<file path="config.mk">
export PLATFORM = sky130hd
export DESIGN_NAME = hazard_ctrl
export DESIGN_NICKNAME = d
export VERILOG_FILES = /design/src/rtl/hazard_ctrl_pkg.sv /design/src/rtl/hazard_ctrl_load_use_cmp.sv /design/src/rtl/hazard_ctrl.sv
export SDC_FILE = /design/constraint.sdc
export NUM_CORES = 1
export LEC_CHECK = 0
export CORE_MARGIN = 2
export CORE_UTILIZATION = 40
export CTS_CLUSTER_SIZE = 20
export DETAILED_ROUTE_END_ITERATION = 16
export PLACE_DENSITY = 0.73
export REMOVE_ABC_BUFFERS = 1
export SLEW_MARGIN = 20
export SYNTH_ARGS = -nofsm -noshare
export SYNTH_HDL_FRONTEND = slang
export SYNTH_SLANG_ARGS = --single-unit
</file>
<file path="constraint.sdc">
create_clock -name Clk -period 5 [get_ports Clk]
set_input_delay 1 -clock Clk [delete_from_list [all_inputs] [get_ports Clk]]
set_output_delay 1 -clock Clk [all_outputs]
set_load 0.02 [all_outputs]
</file>
<file path="src/rtl/hazard_ctrl_pkg.sv">
// Core-wide pipeline constants and hazard controller FSM encoding.
// Shared by the hazard controller and the forwarding unit.
package hazard_ctrl_pkg;

  localparam int CORE_REG_IDX_W = 4;
  localparam int CORE_MEM_WAIT  = 1;

  typedef enum logic {
    ST_IDLE   = 1'b0,
    ST_ACCESS = 1'b1
  } state_e;

endpackage

</file>
<file path="src/rtl/hazard_ctrl_load_use_cmp.sv">
// Load-use comparator: flags an ID source that reads the
// destination of a load currently in EX.
module load_use_cmp
  import hazard_ctrl_pkg::*;
#(
  parameter int REG_IDX_W = CORE_REG_IDX_W
) (
  input  logic                 i_load,
  input  logic [REG_IDX_W-1:0] i_wr_idx,
  input  logic [REG_IDX_W-1:0] i_rd_idx1,
  input  logic [REG_IDX_W-1:0] i_rd_idx2,
  input  logic                 i_rd_en1,
  input  logic                 i_rd_en2,
  output logic                 o_hazard
);

  logic w_hit1;
  logic w_hit2;

  assign w_hit1   = i_rd_en1 && (i_rd_idx1 == i_wr_idx);
  assign w_hit2   = i_rd_en2 && (i_rd_idx2 == i_wr_idx);
  assign o_hazard = i_load && (w_hit1 || w_hit2);

endmodule

</file>
<file path="src/rtl/hazard_ctrl.sv">
// Pipeline sequencing controller: load-use, branch flush and
// shared-RAM arbitration with a saturating stall counter.
module hazard_ctrl
  import hazard_ctrl_pkg::*;
#(
  parameter int MEM_WAIT  = CORE_MEM_WAIT,
  parameter int REG_IDX_W = CORE_REG_IDX_W
) (
  input  logic                 Clk,
  input  logic                 Rst,
  input  logic                 MemReqMem,
  input  logic                 LoadEx,
  input  logic [REG_IDX_W-1:0] WrIdxEx,
  input  logic [REG_IDX_W-1:0] RdIdx1Id,
  input  logic [REG_IDX_W-1:0] RdIdx2Id,
  input  logic                 RdEn1Id,
  input  logic                 RdEn2Id,
  input  logic                 BranchTakenEx,
  output logic                 PcWe,
  output logic                 IfIdWe,
  output logic                 IdExWe,
  output logic                 ExMemWe,
  output logic                 IfIdFlush,
  output logic                 IdExFlush,
  output logic                 MemWbFlush,
  output logic                 RamSelMem,
  output logic [15:0]          StallCycles
);

  localparam logic [1:0] LP_CNT_INIT =
    (MEM_WAIT > 1) ? 2'(MEM_WAIT - 2) : 2'd0;

  state_e      r_state;
  state_e      w_state_nxt;
  logic [1:0]  r_wait_cnt;
  logic [1:0]  w_wait_nxt;
  logic [15:0] r_stall;
  logic        w_access;
  logic        w_last;
  logic        w_busy;
  logic        w_lu;

  load_use_cmp #(
    .REG_IDX_W (REG_IDX_W)
  ) u_lu_cmp (
    .i_load    (LoadEx),
    .i_wr_idx  (WrIdxEx),
    .i_rd_idx1 (RdIdx1Id),
    .i_rd_idx2 (RdIdx2Id),
    .i_rd_en1  (RdEn1Id),
    .i_rd_en2  (RdEn2Id),
    .o_hazard  (w_lu)
  );

  always_ff @(posedge Clk) begin
    if (Rst) begin
      r_state    <= ST_IDLE;
      r_wait_cnt <= 2'd0;
    end else begin
      r_state    <= w_state_nxt;
      r_wait_cnt <= w_wait_nxt;
    end
  end

  always_comb begin
    w_state_nxt = r_state;
    w_wait_nxt  = r_wait_cnt;
    unique case (r_state)
      ST_IDLE: begin
        if (MemReqMem && (MEM_WAIT > 1)) begin
          w_state_nxt = ST_ACCESS;
          w_wait_nxt  = LP_CNT_INIT;
        end
      end
      ST_ACCESS: begin
        if (r_wait_cnt == 2'd0) begin
          w_state_nxt = ST_IDLE;
        end else begin
          w_wait_nxt = r_wait_cnt - 2'd1;
        end
      end
      default: ;
    endcase
  end

  // The IDLE cycle that sees a request is already the first access cycle.
  assign w_access = (r_state == ST_ACCESS) || MemReqMem;
  assign w_last   = (r_state == ST_ACCESS) ? (r_wait_cnt == 2'd0)
                                           : (MemReqMem && (MEM_WAIT == 1));
  assign w_busy   = w_access && !w_last;

  always_comb begin
    PcWe       = 1'b1;
    IfIdWe     = 1'b1;
    IdExWe     = 1'b1;
    ExMemWe    = 1'b1;
    IfIdFlush  = 1'b0;
    IdExFlush  = 1'b0;
    MemWbFlush = 1'b0;
    RamSelMem  = w_access;
    if (Rst) begin
      PcWe       = 1'b0;
      IfIdWe     = 1'b0;
      IdExWe     = 1'b0;
      ExMemWe    = 1'b0;
      IfIdFlush  = 1'b1;
      IdExFlush  = 1'b1;
      MemWbFlush = 1'b1;
      RamSelMem  = 1'b0;
    end else if (w_busy) begin
      PcWe       = 1'b0;
      IfIdWe     = 1'b0;
      IdExWe     = 1'b0;
      ExMemWe    = 1'b0;
      MemWbFlush = 1'b1;
    end else if (BranchTakenEx) begin
      IfIdFlush = 1'b1;
      IdExFlush = 1'b1;
    end else if (w_lu) begin
      PcWe      = 1'b0;
      IfIdWe    = 1'b0;
      IdExFlush = 1'b1;
    end else if (w_access) begin
      PcWe      = 1'b0;
      IfIdFlush = 1'b1;
    end
  end

  always_ff @(posedge Clk) begin
    if (Rst) begin
      r_stall <= 16'd0;
    end else if (!PcWe && (r_stall != 16'hFFFF)) begin
      r_stall <= r_stall + 16'd1;
    end
  end

  assign StallCycles = r_stall;

endmodule

</file>
# After elaboration in Yosys (flattened, before gate mapping)
# Cells that the tools add are included.
[totals]
regBits = 19
in_bits = 19
word_cells = 47
output_inout_bits = 24
[op_classes]
eq_ne = 3
n_reduce_logical = 12
add_sub_neg = 2
muxes = 25
bitwise = 2
[ops]
columns = ["operator", "count"]
rows = [
  ["$mux 1", 25],
  ["$add 16x1->16 const B", 1],
  ["$ne 16x16->1 const B", 1],
  ["$eq 4x4->1", 2],
  ["$logic_and 1x1->1", 5],
  ["$logic_not 1->1", 2],
  ["$logic_not 2->1", 1],
  ["$logic_or 1x1->1", 2],
  ["$not 1->1", 2],
  ["$reduce_and 2->1", 1],
  ["$reduce_or 2->1", 1],
  ["$sub 2x1->2 const B", 1],
]

# Depth between registers and ports, before layout
# Gate-level depths: netlist (run 1).
[logic_depth]
ltp_word = 10
mapped_depth = 10
depth_no_buf = 8

# Modules after synthesis
# Synthesis (run 1) repeated with hierarchy kept, for this count alone.
[hier_totals]
cells_unflattened = 143
hier_area_um2 = 1251.2
[by_module_without_submodules]
columns = ["module", "seq_area_each_um2", "instances", "cells_each", "area_each_um2"]
rows = [
  ["hazard_ctrl", 380.4, 1, 131, 1148.6],
  ["load_use_cmp", 0.0, 1, 12, 102.6],
]

# Least setup slack after synthesis (run 1)
# OpenSTA, ideal clock, no wires.
[synth_path]
path_kind = "in2out"
startpoint = "input port Rst"
endpoint = "output port IfIdWe"
stages = 4
required_ns = 4.000
t_arrival_ns = 2.283
path_buffers = 1
setup_slack_ns = 1.717
cell_sequence = "clkbuf_1 -> nor2_1 -> inv_1 -> nor2_1"
[synth_between]
elab_chain_len = 1
[synth_lines]
columns = ["item", "line", "text"]
rows = [
  ["start: declaration", "hazard_ctrl.sv:10", "input logic Rst,"],
  ["$mux 1", "hazard_ctrl.sv:101", "if (Rst) begin"],
  ["end: declaration", "hazard_ctrl.sv:20", "output logic IfIdWe,"],
]
# No other way between the ends.

# Worst setup path after layout (run 1)
[layout_path]
startpoint = "input port WrIdxEx[1]"
endpoint = "output port IdExFlush"
[layout_between]
elab_chain_len = 8
elab_cells_between_ends = 10
classes_between = "2 x eq/ne; 4 x mux; 4 x reduce/logical"
[layout_lines]
columns = ["item", "line", "text"]
rows = [
  ["start: declaration", "hazard_ctrl.sv:13", "input logic [REG_IDX_W-1:0] WrIdxEx,"],
  ["$eq 4x4->1, on equally long branches", "hazard_ctrl_load_use_cmp.sv:20, hazard_ctrl_load_use_cmp.sv:21", ""],
  ["$logic_and 1x1->1, on equally long branches", "hazard_ctrl_load_use_cmp.sv:20, hazard_ctrl_load_use_cmp.sv:21", ""],
  ["$logic_or 1x1->1 *", "hazard_ctrl_load_use_cmp.sv:22", "assign o_hazard = i_load && (w_hit1 || w_hit2);"],
  ["$logic_and 1x1->1 *", "hazard_ctrl_load_use_cmp.sv:22", ""],
  ["$mux 1 *", "hazard_ctrl.sv:119", "end else if (w_lu) begin"],
  ["$mux 1 *", "hazard_ctrl.sv:116", "end else if (BranchTakenEx) begin"],
  ["$mux 1 *", "hazard_ctrl.sv:110", "end else if (w_busy) begin"],
  ["$mux 1 *", "hazard_ctrl.sv:101", ""],
  ["end: declaration", "hazard_ctrl.sv:24", "output logic IdExFlush,"],
]
# Mark *: on every way between the ends. The rest lies on a longest branch, timed or not.

==> flow_results.xml, run 1 <==
<?xml version="1.0" encoding="UTF-8"?>
<metrics>
  <group name="floorplan">
    <metric name="core_region_area" unit="µm²">2760</metric>
    <metric name="initial_core_util" unit="%">42.1</metric>
    <metric name="top_level_ports" unit="">43</metric>
    <metric name="floorplan.die_area" unit="µm²">3350</metric>
    <metric name="die_height" unit="µm">57.9</metric>
    <metric name="dieWidth" unit="µm">57.9</metric>
    <metric name="core.rowCount" unit="">19</metric>
  </group>
  <group name="clocking">
    <metric name="max-clock-path-buffers" unit="">2</metric>
    <metric name="cts_resized" unit="">0</metric>
    <metric name="htree_levels" unit="">1</metric>
    <metric name="cts-hold-fix-buffers" unit="">0</metric>
    <metric name="cts_post_setup_buffers_inserted" unit="">0</metric>
    <metric name="clock_tree.root_cell" unit="">sky130_fd_sc_hd__clkbuf_4</metric>
    <metric name="clk-insertion-delay-late" unit="ns">0.30</metric>
    <metric name="cts_made_buffers" unit="">3</metric>
    <metric name="clkSinkCount" unit="">19</metric>
    <metric name="cts.clk_slew.worst_paths" unit="ns">0.11</metric>
    <metric name="cts_tree" unit="">done</metric>
  </group>
  <group name="critical_path">
    <metric name="crit_path_cell_trace" unit="">clkdlybuf4s50_1, xor2_1, nor4_2, nor2b_1, a21oi_1, or2_1, clkdlybuf4s50_1</metric>
    <metric name="crit_path_start_kind" unit="">primary input</metric>
    <metric name="timing.setup.critical_path_class" unit="">in2out</metric>
    <metric name="crit_family" unit="">buffers and inverters</metric>
    <metric name="cp.arrival" unit="ns">3.06</metric>
    <metric name="setup.worst_path.end_class" unit="">primary output</metric>
    <metric name="worst_path_max_delay_cell" unit="">sky130_fd_sc_hd__clkdlybuf4s50_1</metric>
    <metric name="critical_path.max_fanout" unit="">4</metric>
    <metric name="cpMostUsedCell" unit="">sky130_fd_sc_hd__clkdlybuf4s50_1</metric>
    <metric name="worst-endpoint-required" unit="ns">4.00</metric>
    <metric name="worst_path_buf_inv" unit="">2</metric>
    <metric name="timing.critical_path.slowest_cell_delay" unit="ns">0.60</metric>
  </group>
  <group name="synth">
    <metric name="synth.cell_area" unit="µm²">1160</metric>
    <metric name="synth_top_cell_area_share" unit="%">32.8</metric>
    <metric name="synth_top_cells_by_area" unit="">sky130_fd_sc_hd__dfxtp_1, sky130_fd_sc_hd__a21oi_1, sky130_fd_sc_hd__or3_1, sky130_fd_sc_hd__xor2_1, sky130_fd_sc_hd__nand4_1</metric>
    <metric name="register_bit_count_reported_by_yosys" unit="">19</metric>
    <metric name="synthArstFlopShare" unit="%">0</metric>
    <metric name="yosys_warnings" unit="">0</metric>
    <metric name="yosysTopAreaCell" unit="">sky130_fd_sc_hd__dfxtp_1</metric>
    <metric name="synth_enable_flop_cells" unit="">0</metric>
    <metric name="netlist_instances" unit="">142</metric>
    <metric name="synth_top_flop_cell" unit="">sky130_fd_sc_hd__dfxtp_1</metric>
    <metric name="synthDistinctLibCells" unit="">32</metric>
    <metric name="sequential_share_of_the_synthesized_area" unit="%">32.8</metric>
    <metric name="synth.avg_cell_area" unit="µm²">8.17</metric>
    <metric name="yosys-top-cells-count" unit="">sky130_fd_sc_hd__dfxtp_1, sky130_fd_sc_hd__a21oi_1, sky130_fd_sc_hd__or3_1</metric>
    <metric name="yosysMostFrequentCell" unit="">sky130_fd_sc_hd__dfxtp_1</metric>
  </group>
  <group name="global_route">
    <metric name="grt_first_pass_wirelength" unit="mm">4.69</metric>
    <metric name="number_of_antenna_violations_at_the_first_check_in_global_routing" unit="">0</metric>
    <metric name="grt_pass1_vias" unit="">1129</metric>
    <metric name="global_route.usage.total" unit="%">17.7</metric>
    <metric name="grt_start_max_net_pins" unit="">31</metric>
    <metric name="overflow" unit="">0</metric>
  </group>
  <group name="placement">
    <metric name="inst_count_dp" unit="">207</metric>
    <metric name="hpwlAfterDp" unit="mm">2.10</metric>
    <metric name="port_buffers" unit="">42</metric>
    <metric name="place_congestion" unit="">0.704</metric>
  </group>
  <group name="final_layout">
    <metric name="finish.cell_count_without_fillers" unit="">212</metric>
    <metric name="share_of_layout_cells_above_drive_strength_1" unit="%">6.63</metric>
    <metric name="diodes" unit="">0</metric>
    <metric name="finalNetCount" unit="">203</metric>
    <metric name="multi_input_area" unit="µm²">712</metric>
    <metric name="utilization" unit="%">58.8</metric>
    <metric name="area_delta_synth_final" unit="%">39.8</metric>
    <metric name="sequential_standard_cell_area" unit="µm²">380</metric>
    <metric name="n_fill_cell" unit="">258</metric>
  </group>
  <group name="sta">
    <metric name="maxSlewHeadroom" unit="%">66.8</metric>
    <metric name="timing.fmax" unit="MHz">246</metric>
    <metric name="finalMaxSlewViolations" unit="">0</metric>
    <metric name="finalCriticalPeriod" unit="ns">4.06</metric>
    <metric name="clock_skew" unit="ns">0.00498</metric>
    <metric name="worst_pin_slew" unit="ns">0.496</metric>
    <metric name="setup_repair_after_global_routing_missed_its_margin" unit="">false</metric>
    <metric name="setup_viol_count_final" unit="">0</metric>
    <metric name="final_min_period_over_clock_period" unit="%">81.3</metric>
    <metric name="timing_hold_violations_final" unit="">0</metric>
    <metric name="finalSetupTns" unit="ns">0</metric>
  </group>
  <group name="drt">
    <metric name="drtPass1Iterations" unit="">4</metric>
    <metric name="vias" unit="">1156</metric>
    <metric name="post_drt_wl_per_cell" unit="µm">12.9</metric>
    <metric name="drt_drc_violations_left" unit="">0</metric>
    <metric name="route.final.wire_length" unit="mm">2.73</metric>
    <metric name="detail-route-antenna-nets" unit="">0</metric>
    <metric name="initialDrtViolationCount" unit="">56</metric>
    <metric name="drt-vias-per-instance" unit="">5.45</metric>
  </group>
  <group name="run_status">
    <metric name="run_status" unit="">completed</metric>
  </group>
  <group name="power_and_ir_drop">
    <metric name="cellPowerDensity" unit="nW/µm²">183</metric>
    <metric name="worst_ir_drop_on_vdd" unit="µV">164</metric>
    <metric name="power" unit="µW">297</metric>
    <metric name="leakagePower" unit="nW">0.555</metric>
  </group>
  <group name="flow_run">
    <metric name="drv.max_cap_violation_count" unit="">0</metric>
  </group>
  <group name="hold_path">
    <metric name="min_path_type" unit="">reg2reg</metric>
  </group>
</metrics>
-- layer usage --
layer  track usage (%)  part of all wire [%]  vias to the layer above  wire length (µm)
li1                  -                     -                      582                 -
met1              20.3                    41                      536              1130
met2              32.1                    52                       34              1430
met3              1.56                   4.4                        4               120
met4              9.97                   1.8                        0                49
met5                 0                     0                        -                 0
-- logic make-up (layout without fill, tap and decap cells) --
logic type | Yosys count | in the layout | synth area share [%]
mux | 2 | 2 | 1.94
buf+inv | 15 | 54 | 6.58
fa+ha+maj | 2 | 2 | 2.16
flops | 19 | 19 | 32.8
xor+xnor | 9 | 9 | 6.80
simple gates | 61 | 61 | 32.7
compound gates | 34 | 34 | 17.0
-- path summary, 6_finish.rpt --
kind / endpoint / slack [ns] / startpoint / cells past startpoint
worst max register to register: StallCycles[7] / 2.41 / r_wait_cnt[0] / 8
worst min register to register: r_wait_cnt[1] / 0.51 / r_wait_cnt[1] / 2
worst max-delay path: IdExFlush / 0.94 / WrIdxEx[1] / 7
worst min-delay path: r_wait_cnt[1] / 0.51 / r_wait_cnt[1] / 2
-- metrics by stage --
stage               hold slack (ns)  worst slack, ns  cell area, µm²
detailed placement            0.491            0.894            1580
global placement              0.481            0.969            1580
finish                        0.507            0.935            1620
floorplan                     0.473             1.62            1110
global route                  0.542            0.734            1620
CTS                           0.507            0.903            1610
-- power by group --
part / internal, mW / switching [mW] / total, mW
sequential: 0.153 / 0.00261 / 0.156
combinational: 0.0316 / 0.0299 / 0.0615
clock: 0.0311 / 0.0486 / 0.0797
-- cell usage in the layout (no fill, tap or decap), types with 3 or more instances in the layout --
cell	netlist	final
sky130_fd_sc_hd__clkdlybuf4s50_1	0	42
sky130_fd_sc_hd__dfxtp_1	19	19
sky130_fd_sc_hd__a21oi_1	17	17
sky130_fd_sc_hd__or3_1	13	13
sky130_fd_sc_hd__nor2_1	11	11
sky130_fd_sc_hd__nand4_1	7	7
sky130_fd_sc_hd__o21ai_1	7	7
sky130_fd_sc_hd__o21ai_0	7	7
sky130_fd_sc_hd__inv_1	6	6
sky130_fd_sc_hd__xor2_1	6	6
sky130_fd_sc_hd__nand3_1	6	6
sky130_fd_sc_hd__nor2b_1	5	5
sky130_fd_sc_hd__nand2_1	4	4
sky130_fd_sc_hd__xnor2_1	3	3
sky130_fd_sc_hd__clkbuf_4	0	3
-- cell type report --
class	count	share of cell area (%)
timing repair buffer	44	27.2
clock buffer	4	1.62
inverter	6	1.39
sequential	19	23.5
multi-input combinational	108	43.9
tap	31	2.39
-- worst min-delay path: cells and delay by family, from the launching register on --
family,cells,cell delay (ns)
AND/OR/NAND/NOR,1,0.09
AO/OA/AOI/OAI,1,0.05
flip-flops,1,0.33
-- registers in the layout, summed over array words and instances, names as in the netlist --
signal	cells
StallCycles	16
r_wait_cnt	2
r_state	1
Power figures use the tool's default switching activity.
==> run 2: changes to the inputs <==
Clock period 5 ns to 4.2 ns, I/O delays scaled along.
==> run 2 against run 1 <==
Via count grew 3.7%. Register-to-register slack worse by 0.80 ns. Total power increased by 19%. Critical path type unchanged. Critical endpoint unchanged. Highest routed layer unchanged.
==> flow_results.xml, run 2 (same netlist as run 1, synthesis figures left out) <==
<?xml version="1.0" encoding="UTF-8"?>
<metrics>
  <group name="run_status">
    <metric name="run_status" unit="">completed</metric>
  </group>
  <group name="critical_path">
    <metric name="crit_path_cell_trace" unit="">clkdlybuf4s50_1, xor2_1, nor4_2, nor2b_1, a21oi_1, or2_1, clkdlybuf4s50_1</metric>
    <metric name="timing.critical_path.slowest_cell_delay" unit="ns">0.60</metric>
    <metric name="crit_path_start_kind" unit="">primary input</metric>
    <metric name="cp.arrival" unit="ns">2.96</metric>
    <metric name="cpMostUsedCell" unit="">sky130_fd_sc_hd__clkdlybuf4s50_1</metric>
    <metric name="worst-endpoint-required" unit="ns">3.36</metric>
    <metric name="timing.setup.critical_path_class" unit="">in2out</metric>
    <metric name="worst_path_max_delay_cell" unit="">sky130_fd_sc_hd__clkdlybuf4s50_1</metric>
    <metric name="critical_path.max_fanout" unit="">4</metric>
    <metric name="setup.worst_path.end_class" unit="">primary output</metric>
  </group>
  <group name="drt">
    <metric name="drt-vias-per-instance" unit="">5.66</metric>
    <metric name="routed.top_layer" unit="">met4</metric>
    <metric name="detail-route-antenna-nets" unit="">0</metric>
    <metric name="post_drt_wl_per_cell" unit="µm">12.5</metric>
    <metric name="met2_length" unit="mm">1.36</metric>
    <metric name="wirelength_met1" unit="mm">1.10</metric>
    <metric name="met3_wirelength" unit="µm">119</metric>
    <metric name="route.final.wire_length" unit="mm">2.64</metric>
    <metric name="initialDrtViolationCount" unit="">22</metric>
    <metric name="vias" unit="">1199</metric>
    <metric name="drt_drc_violations_left" unit="">0</metric>
    <metric name="drtPass1Iterations" unit="">4</metric>
  </group>
  <group name="placement">
    <metric name="port_buffers" unit="">42</metric>
    <metric name="place_congestion" unit="">0.698</metric>
    <metric name="detailedPlace.worstSlack" unit="ns">0.382</metric>
    <metric name="hpwlAfterDp" unit="mm">2.08</metric>
    <metric name="inst_count_dp" unit="">208</metric>
  </group>
  <group name="power_and_ir_drop">
    <metric name="leakagePower" unit="nW">0.553</metric>
    <metric name="cellPowerDensity" unit="nW/µm²">218</metric>
    <metric name="worst_ir_drop_on_vdd" unit="µV">125</metric>
  </group>
  <group name="clocking">
    <metric name="cts_tree" unit="">done</metric>
    <metric name="clkSinkCount" unit="">19</metric>
    <metric name="cts.clk_slew.worst_paths" unit="ns">0.11</metric>
    <metric name="clock_tree.root_cell" unit="">sky130_fd_sc_hd__clkbuf_4</metric>
    <metric name="cts_made_buffers" unit="">3</metric>
    <metric name="cts_resized" unit="">0</metric>
    <metric name="cts-hold-fix-buffers" unit="">0</metric>
    <metric name="max-clock-path-buffers" unit="">2</metric>
    <metric name="clk-insertion-delay-late" unit="ns">0.30</metric>
    <metric name="htree_levels" unit="">1</metric>
    <metric name="cts_post_setup_buffers_inserted" unit="">0</metric>
  </group>
  <group name="global_route">
    <metric name="number_of_antenna_violations_at_the_first_check_in_global_routing" unit="">0</metric>
    <metric name="global_route.usage.total" unit="%">17.0</metric>
    <metric name="grt_pass1_vias" unit="">1094</metric>
    <metric name="overflow" unit="">0</metric>
    <metric name="grt_first_pass_wirelength" unit="mm">4.55</metric>
    <metric name="grt_start_max_net_pins" unit="">31</metric>
  </group>
  <group name="final_layout">
    <metric name="n_fill_cell" unit="">259</metric>
    <metric name="final_cell_mix" unit="">sky130_fd_sc_hd__clkdlybuf4s50_1, sky130_fd_sc_hd__dfxtp_1, sky130_fd_sc_hd__a21oi_1</metric>
    <metric name="largest_register_ffs" unit="">16</metric>
    <metric name="layout_commonest_cell" unit="">sky130_fd_sc_hd__clkdlybuf4s50_1</metric>
    <metric name="diodes" unit="">0</metric>
    <metric name="finalNetCount" unit="">203</metric>
    <metric name="share_of_layout_cells_above_drive_strength_1" unit="%">6.63</metric>
    <metric name="finish.cell_count_without_fillers" unit="">212</metric>
    <metric name="area_delta_synth_final" unit="%">39.3</metric>
  </group>
  <group name="floorplan">
    <metric name="die_height" unit="µm">57.9</metric>
    <metric name="dieWidth" unit="µm">57.9</metric>
    <metric name="core.rowCount" unit="">19</metric>
    <metric name="top_level_ports" unit="">43</metric>
    <metric name="floorplan.die_area" unit="µm²">3350</metric>
    <metric name="core_region_area" unit="µm²">2760</metric>
    <metric name="initial_core_util" unit="%">42.1</metric>
  </group>
  <group name="sta">
    <metric name="setup_viol_count_final" unit="">0</metric>
    <metric name="finalMaxSlewViolations" unit="">0</metric>
    <metric name="clock_skew" unit="ns">0.00538</metric>
    <metric name="timing.final.ws_setup" unit="ns">0.402</metric>
    <metric name="setup_repair_after_global_routing_missed_its_margin" unit="">false</metric>
    <metric name="final_min_period_over_clock_period" unit="%">90.4</metric>
    <metric name="maxSlewHeadroom" unit="%">66.1</metric>
    <metric name="finalSetupTns" unit="ns">0</metric>
    <metric name="timing_hold_violations_final" unit="">0</metric>
    <metric name="finalCriticalPeriod" unit="ns">3.80</metric>
    <metric name="worst_hold_slack" unit="ns">0.505</metric>
    <metric name="timing.fmax" unit="MHz">263</metric>
    <metric name="worst_pin_slew" unit="ns">0.507</metric>
  </group>
  <group name="flow_run">
    <metric name="drv.max_cap_violation_count" unit="">0</metric>
  </group>
  <group name="hold_path">
    <metric name="min_path_type" unit="">reg2reg</metric>
  </group>
</metrics>
run 2: cell count changes in the layout (fill, tap and decap cells not counted), sizes merged:
cell    delta
buf        +1
clkbuf     -1
run 2: worst paths after layout:
kind | cells past startpoint | slack (ns) | from | to
hold reg to reg | 2 | 0.50 | StallCycles[13] | StallCycles[13]
hold / removal | 2 | 0.50 | StallCycles[13] | StallCycles[13]
setup / recovery | 7 | 0.40 | WrIdxEx[1] | IdExFlush
setup reg to reg | 8 | 1.61 | r_wait_cnt[0] | StallCycles[7]
run 2: routing by layer:
metal | GRT usage [%] | vias up
li1 | - | 590
met1 | 19.1 | 563
met2 | 31.8 | 39
met3 | 1.79 | 7
met4 | 7.64 | 0
met5 | 0 | -
run 2: per-stage QoR:
stage                     power (mW)  util (%)  area (µm²)
final                          0.352      58.6        1620
after global placement         0.260      57.6        1590
after CTS                      0.356      58.6        1620
after detailed placement       0.263      57.6        1590
after global routing           0.367      58.6        1620
after floorplan                0.219         -        1110
run 2: power by group:
part / total [mW] / switching (mW) / leakage (nW) / internal [mW]
logic: 0.0725 / 0.0354 / 0.385 / 0.0371
clock network: 0.0945 / 0.0575 / 0.0150 / 0.0370
registers: 0.185 / 0.00317 / 0.153 / 0.182
total: 0.352 / 0.0961 / 0.553 / 0.256
run 2: final cells by class:
class,instances,area (µm²),share of cell area [%]
multi-input cells,108,712,44.1
inverters,6,22.5,1.39
clock buffers,4,26.3,1.63
well taps,31,38.8,2.40
repair buffers,44,435,27.0
flip-flops and latches,19,380,23.5
run 2: critical path, delay by kind of cell:
kind | cells | cell delay [ns]
buffers and inverters | 2 | 1.05
AND/OR/NAND/NOR | 3 | 0.68
AO/OA/AOI/OAI | 1 | 0.20
XOR/XNOR | 1 | 0.19
